===== config.mk =====
export PLATFORM = sky130hd
export DESIGN_NAME = ifetch_queue
export DESIGN_NICKNAME = d
export VERILOG_FILES = /design/src/rtl/ifetch_pkg.sv /design/src/rtl/ifetch_slot_ring.sv /design/src/rtl/ifetch_queue.sv
export SDC_FILE = /design/constraint.sdc
export NUM_CORES = 1
export LEC_CHECK = 0
export CAP_MARGIN = 30
export CORE_MARGIN = 1.5
export CORE_UTILIZATION = 52
export CTS_BUF_LIST = sky130_fd_sc_hd__clkbuf_4 sky130_fd_sc_hd__clkbuf_8
export CTS_CLUSTER_DIAMETER = 60
export DETAILED_ROUTE_END_ITERATION = 12
export GPL_ROUTABILITY_DRIVEN = 0
export PLACE_DENSITY = 0.83
export SLEW_MARGIN = 20
export SYNTH_ARGS = -nofsm -noshare
export SYNTH_HDL_FRONTEND = slang
export SYNTH_SLANG_ARGS = --single-unit

===== constraint.sdc =====
create_clock -name clk -period 5.3 [get_ports clk]
set_input_delay 0.53 -clock clk [delete_from_list [all_inputs] [get_ports clk]]
set_output_delay 0.53 -clock clk [all_outputs]
set_load 0.02 [all_outputs]

===== src/rtl/ifetch_pkg.sv =====
// Shared types and constants for the instruction-fetch queue.
package ifetch_pkg;

    localparam logic [31:0] IFQ_RESET_PC = 32'h0000_3000;
    localparam int          INSTR_W      = 32;
    localparam int          ADDR_W       = 32;

    typedef struct packed {
        logic [ADDR_W-1:0]  pc;
        logic [INSTR_W-1:0] instr;
        logic               filled;
    } ifq_slot_t;

    function automatic logic [ADDR_W-1:0] word_align(input logic [ADDR_W-1:0] addr);
        return {addr[ADDR_W-1:2], 2'b00};
    endfunction

endpackage


===== src/rtl/ifetch_slot_ring.sv =====
// DEPTH-slot ring of {pc, instr, filled}: allocate at tail, fill oldest unfilled, pop at head.
module ifetch_slot_ring
    import ifetch_pkg::*;
#(
    parameter int DEPTH = 4,
    parameter int PW    = $clog2(DEPTH),
    parameter int CW    = $clog2(DEPTH) + 1
) (
    input  logic               clk,
    input  logic               reset,
    input  logic               clear,
    input  logic               alloc,
    input  logic [ADDR_W-1:0]  alloc_pc,
    input  logic               fill,
    input  logic [INSTR_W-1:0] fill_data,
    input  logic               pop,
    output ifq_slot_t          head,
    output logic [CW-1:0]      used,
    output logic [CW-1:0]      unfilled
);

    ifq_slot_t     slot_r [DEPTH];
    logic [PW-1:0] head_ptr_r;
    logic [PW-1:0] tail_ptr_r;
    logic [PW-1:0] fill_ptr_r;
    logic [CW-1:0] used_r;
    logic [CW-1:0] unfilled_r;

    // Slot storage; filled is dropped on pop so a stale slot never reappears as a valid head
    always_ff @(posedge clk) begin
        if (reset || clear) begin
            for (int i = 0; i < DEPTH; i++) begin
                slot_r[i].filled <= 1'b0;
            end
        end else begin
            if (alloc) begin
                slot_r[tail_ptr_r] <= {alloc_pc, {INSTR_W{1'b0}}, 1'b0};
            end
            if (fill) begin
                slot_r[fill_ptr_r].instr  <= fill_data;
                slot_r[fill_ptr_r].filled <= 1'b1;
            end
            if (pop) begin
                slot_r[head_ptr_r].filled <= 1'b0;
            end
        end
    end

    // Pointers and occupancy counts
    always_ff @(posedge clk) begin
        if (reset || clear) begin
            head_ptr_r <= {PW{1'b0}};
            tail_ptr_r <= {PW{1'b0}};
            fill_ptr_r <= {PW{1'b0}};
            used_r     <= {CW{1'b0}};
            unfilled_r <= {CW{1'b0}};
        end else begin
            if (alloc) begin
                tail_ptr_r <= tail_ptr_r + PW'(1);
            end
            if (fill) begin
                fill_ptr_r <= fill_ptr_r + PW'(1);
            end
            if (pop) begin
                head_ptr_r <= head_ptr_r + PW'(1);
            end
            used_r     <= used_r + CW'(alloc) - CW'(pop);
            unfilled_r <= unfilled_r + CW'(alloc) - CW'(fill);
        end
    end

    assign head     = slot_r[head_ptr_r];
    assign used     = used_r;
    assign unfilled = unfilled_r;

endmodule


===== src/rtl/ifetch_queue.sv =====
// Instruction-fetch front end: sequential fetch pointer, in-order requests, response ring, redirect flush.
// Define IFETCH_PERF_EN to add the perf_fetch_cnt / perf_redirect_cnt / perf_stall_cnt outputs.
module ifetch_queue
    import ifetch_pkg::*;
#(
    parameter logic [31:0] RESET_PC = IFQ_RESET_PC,
    parameter int          DEPTH    = 4
) (
    input  logic        clk,
    input  logic        reset,
    input  logic        redirect_valid,
    input  logic [31:0] redirect_pc,
    output logic        imem_req_valid,
    input  logic        imem_req_ready,
    output logic [31:0] imem_req_addr,
    input  logic        imem_rsp_valid,
    input  logic [31:0] imem_rsp_data,
    output logic        dec_valid,
    input  logic        dec_ready,
    output logic [31:0] dec_instr,
    output logic [31:0] dec_pc
`ifdef IFETCH_PERF_EN
    ,
    output logic [31:0] perf_fetch_cnt,
    output logic [31:0] perf_redirect_cnt,
    output logic [31:0] perf_stall_cnt
`endif
);

    localparam int CW = $clog2(DEPTH) + 1;

    logic [31:0]   fetch_pc_r;
    logic [CW-1:0] drop_cnt_r;
    logic [CW-1:0] used_s;
    logic [CW-1:0] unfilled_s;
    logic [CW-1:0] pending_s;
    logic [CW-1:0] redir_drop_s;
    logic [CW:0]   inflight_s;
    ifq_slot_t     head_s;
    logic          ring_empty_s;
    logic          req_fire_s;
    logic          rsp_drop_s;
    logic          fill_s;
    logic          pop_s;

    // Handshake decode; in-flight includes responses still owed for flushed requests
    always_comb begin
        inflight_s     = {1'b0, used_s} + {1'b0, drop_cnt_r};
        ring_empty_s   = (used_s == {CW{1'b0}});
        imem_req_valid = !reset && !redirect_valid && (inflight_s < (CW+1)'(DEPTH));
        req_fire_s     = imem_req_valid && imem_req_ready;
        rsp_drop_s     = imem_rsp_valid && (drop_cnt_r != {CW{1'b0}});
        fill_s         = imem_rsp_valid && !reset && !redirect_valid
                         && (drop_cnt_r == {CW{1'b0}}) && (unfilled_s != {CW{1'b0}});
        dec_valid      = !reset && !redirect_valid && !ring_empty_s && head_s.filled;
        pop_s          = dec_valid && dec_ready;
        pending_s      = drop_cnt_r + unfilled_s;
        if (imem_rsp_valid && (pending_s != {CW{1'b0}})) begin
            redir_drop_s = pending_s - CW'(1);
        end else begin
            redir_drop_s = pending_s;
        end
        if (ring_empty_s) begin
            dec_pc    = 32'h0000_0000;
            dec_instr = 32'h0000_0000;
        end else begin
            dec_pc    = head_s.pc;
            dec_instr = head_s.instr;
        end
    end

    assign imem_req_addr = fetch_pc_r;

    // Fetch pointer and stale-response accounting; a redirect overrides everything
    always_ff @(posedge clk) begin
        if (reset) begin
            fetch_pc_r <= RESET_PC;
            drop_cnt_r <= {CW{1'b0}};
        end else if (redirect_valid) begin
            fetch_pc_r <= word_align(redirect_pc);
            drop_cnt_r <= redir_drop_s;
        end else begin
            if (req_fire_s) begin
                fetch_pc_r <= fetch_pc_r + 32'd4;
            end
            if (rsp_drop_s) begin
                drop_cnt_r <= drop_cnt_r - CW'(1);
            end
        end
    end

    ifetch_slot_ring #(
        .DEPTH (DEPTH)
    ) u_ring (
        .clk       (clk),
        .reset     (reset),
        .clear     (redirect_valid),
        .alloc     (req_fire_s),
        .alloc_pc  (fetch_pc_r),
        .fill      (fill_s),
        .fill_data (imem_rsp_data),
        .pop       (pop_s),
        .head      (head_s),
        .used      (used_s),
        .unfilled  (unfilled_s)
    );

`ifdef IFETCH_PERF_EN
    // Free-running event counters, wrapping at 2^32
    always_ff @(posedge clk) begin
        if (reset) begin
            perf_fetch_cnt    <= 32'd0;
            perf_redirect_cnt <= 32'd0;
            perf_stall_cnt    <= 32'd0;
        end else begin
            if (req_fire_s) begin
                perf_fetch_cnt <= perf_fetch_cnt + 32'd1;
            end
            if (redirect_valid) begin
                perf_redirect_cnt <= perf_redirect_cnt + 32'd1;
            end
            if (dec_ready && !dec_valid) begin
                perf_stall_cnt <= perf_stall_cnt + 32'd1;
            end
        end
    end
`endif

endmodule


==> summary.txt <==
Status
  – Status: completed

Critical path
  – Critical path's largest stage delay: around 830 ps
  – Worst path depth: 4
  – Crit path DAT: 3370 ps
  – R2R cell count: 8
  – Startpoint Class: register
  – Crit Path Class: register to output pin
  – Max FO, Critical Path: 34
  – Crit-path cells: buf_4 > mux4_2 > nor2b_1 > clkdlybuf4s50_1
  – Crit-path leading delay family: buffers and inverters
  – Slowest library cell on the worst path: dfxtp_4
  – Crit path buf inv count: 2
  – Setup crit end kind: output pin
  – WP data required: 4770 ps

Worst hold path
  – Hold Crit Depth: 3
  – Hold Path Class: input pin to register

Timing
  – Finish-stage setup viols: 0
  – Clock Skew: 13.1 ps
  – Final min period: 3900 ps
  – Least-Margin Pin Slew: 877 ps
  – Pins over their slew limit: 0
  – Slew headroom: 41.5%
  – Unrepaired setup endpoints after global routing: no
  – Fin. Hold Viols: 0
  – Period Utilization, post-route: 73.6%
  – Setup TNS: 0 ps
  – Max Freq: 256 MHz

Route
  – Remaining DRCs: 0
  – First drt pass iteration count: 6
  – DR vias/cell: ~5.8
  – Met1 WL: 11,900 um
  – DR iter-0 viols: 590
  – DR WL met3: roughly 1600 um
  – Post-DRT Antenna Nets: 0
  – Routed Wire Length: 29,600 um
  – Via Count: roughly 8,300
  – Metal2 WL: 15,000 um
  – Wire per inst: 20.5 um
  – Top Metal Used: met4

Placement
  – Half-perimeter wire length after placement: 18,000 um
  – IO buf count: 161

Floorplanning
  – # rows: 58
  – Die Ht: 163 um
  – Chip Width: 163 um
  – Initial Utilization: 52.8%
  – I/O pin cnt: 168
  – Core area: 25,100 um^2
  – Full die area: 26,500 um^2

Final layout
  – Share of layout cells above drive strength 1: 16.1%
  – Layout area overhead: 21.4%
  – Final net count: 1,171
  – Final Util: 64.2%

Logic synthesis
  – Synth Area per Inst: 14.5 um^2
  – Post-synthesis cell type count: 60
  – Register area share after synthesis: 63.8%
  – Post-synthesis cell area: 13,300 um^2
  – Post-synth EDFFs: about 250
  – Top_reg_cell synth: edfxtp_1
  – Yosys reg bits: 299
  – Cells after Synth: 913
  – Synth warnings: 0
  – Ys async rst share: 0%

Clock tree
  – H-tree levels: 2
  – Number of setup buffers added after CTS: 0
  – Root buffer cell: clkbuf_8
  – CTS resizes: 0
  – Worst skew pair latency: around 560 ps
  – Num Clock Sinks: 299
  – Reg clk slew, reported paths: 70 ps
  – Clock buffer count from CTS: 46
  – Clock Path Buffers: 3
  – Cts hold-fix bufs: 0
  – CTS tree: built

Global route
  – First-pass GRT wire length: 45,800 um
  – Overall Global Routing Usage: 22.6%
  – Gr ovfl total: 0
  – Antenna violations before repair: 1
  – Vias in the first global route: 8,559
  – Pin count of the biggest net entering global routing: 76

Power and ir drop
  – Lkg Pwr: 5.89 nW
  – Pwr/cell area: 300 nW/um^2
  – Maximum vdd ir drop: ~160 uV

Job
  – Max Cap Viol: 0
## per-layer routing
metal	global-route usage, %	vias to the layer above
met5	0	-
met4	10.9	0
met3	3.72	76
met2	37.6	308
met1	29.1	4117
li1	-	3821
## area by class of cell
type                    instances  area (um^2)
fillers                      1806         9000
diodes                          1         2.50
multi-input cells             527         4430
flip-flops and latches        299         8470
inverters                      22         83.8
clock inverters                18          141
well taps                     330          413
repair buffers                182         1770
clock buffers                  65          795
## registers in the layout, indices dropped and copies added (netlist names), named ones only
name / count
imem_req_addr: 30
drop_cnt_r: 3
u_ring.head_ptr_r: 2
u_ring.fill_ptr_r: 2
u_ring.slot_r: 252
u_ring.unfilled: 3
u_ring.tail_ptr_r: 2
u_ring.used: 3
## logic make-up (layout without fill, tap and decap cells)
| kind of cell | after synthesis | count (layout) | share of synthesized area (%) |
|---|---|---|---|
| flops | 299 | 299 | 63.8 |
| fa+ha+maj | 23 | 23 | 2.34 |
| other cells | 1 | 5 | 0.0283 |
| xor+xnor | 22 | 22 | 1.45 |
| buf+inv | 90 | 287 | 3.01 |
| compound gates | 63 | 63 | 3.16 |
| mux | 68 | 68 | 11.1 |
| simple gates | 347 | 347 | 15.1 |
## power breakdown
group | internal, W | switching [W] | leakage (nW) | total (W)
Combinational | 0.000142 | 0.000145 | 2.59 | 0.000287
Sequential | 0.00257 | 0.0000470 | 2.80 | 0.00261
Clock | 0.00107 | 0.000863 | 0.496 | 0.00193
Total | 0.00378 | 0.00105 | 5.89 | 0.00483
## layout by cell type (no fill, tap or decap), drive strengths merged, types with 8 or more instances in the layout
cell type,netlist,routed
inv,21,22
ha,20,20
clkinv,1,14
a31oi,12,12
buf,19,21
and2,8,8
xnor2,14,14
edfxtp,248,248
nor2,31,31
clkdlybuf4s50,0,161
dfxtp,51,51
nand3,24,24
nor3,13,13
and3,132,132
a21oi,13,13
nor2b,64,64
nand4,12,12
clkbuf,49,65
mux4,63,63
o21ai,10,10
nand2,36,36
xor2,8,8
## worst paths after layout
| path | from | end | slack, ps |
|---|---|---|---|
| worst min register to register | u_ring.slot_r[1][0]$_SDFFE_PP0P_ | u_ring.slot_r[1][0]$_SDFFE_PP0P_ | 550 |
| worst min-delay path | redirect_pc[7] | imem_req_addr[7]$_SDFFE_PP0P_ | 530 |
| worst max register to register | u_ring.used[1]$_SDFF_PP0_ | u_ring.slot_r[3][9]$_DFFE_PP_ | 1860 |
| worst max-delay path | register | dec_pc[23] | 1400 |
## Yosys cell counts (3+ instances only)
cell type / count / area [um^2]
nand3b_1: 3 / 22.5
nor3b_1: 3 / 22.5
buf_1: 4 / 15.0
a211oi_1: 7 / 52.6
ha_1: 20 / 250
mux4_2: 63 / 1420
buf_2: 6 / 30.0
a31oi_1: 12 / 75.1
nor2_1: 31 / 116
xnor2_1: 14 / 123
mux2i_1: 3 / 30.0
nand4_1: 12 / 75.1
buf_6: 3 / 33.8
xor2_1: 8 / 70.1
inv_1: 21 / 78.8
nand3_1: 23 / 115
o211ai_1: 4 / 30.0
fa_1: 3 / 60.1
or3_1: 5 / 31.3
nor3_1: 12 / 60.1
buf_4: 5 / 37.5
and3_1: 132 / 826
or2_2: 4 / 25.0
nand2b_1: 3 / 18.8
o21ai_0: 10 / 50.1
edfxtp_1: 248 / 7450
nand2_1: 34 / 128
dfxtp_1: 51 / 1020
nor2b_1: 64 / 400
clkbuf_1: 49 / 184
and2_1: 8 / 50.1
a21oi_1: 13 / 65.1
## stage by stage
step                      instances  power (W)  hold slack [ps]  cell area (um^2)  setup slack, ps
after floorplan                 916    0.00280              485             13300              331
after global placement         1360    0.00294              514             15200             1280
after detailed placement       1360    0.00295              528             15200             1260
after CTS                      1443    0.00487              507             16100             1300
after global routing           1444    0.00500              542             16100             1160
final                          1444    0.00483              531             16100             1400
## worst reg2reg max path, cell delays in order, from the launching register on
cell and delay (ps):
dfxtp_1 370, ha_1 300, a311o_1 380, or2_1 550
clkinv_2 480, nand3_1 250, inv_1 70, or2_2 520
buf_4 280
Note: power is estimated with default switching activity, not from simulation.
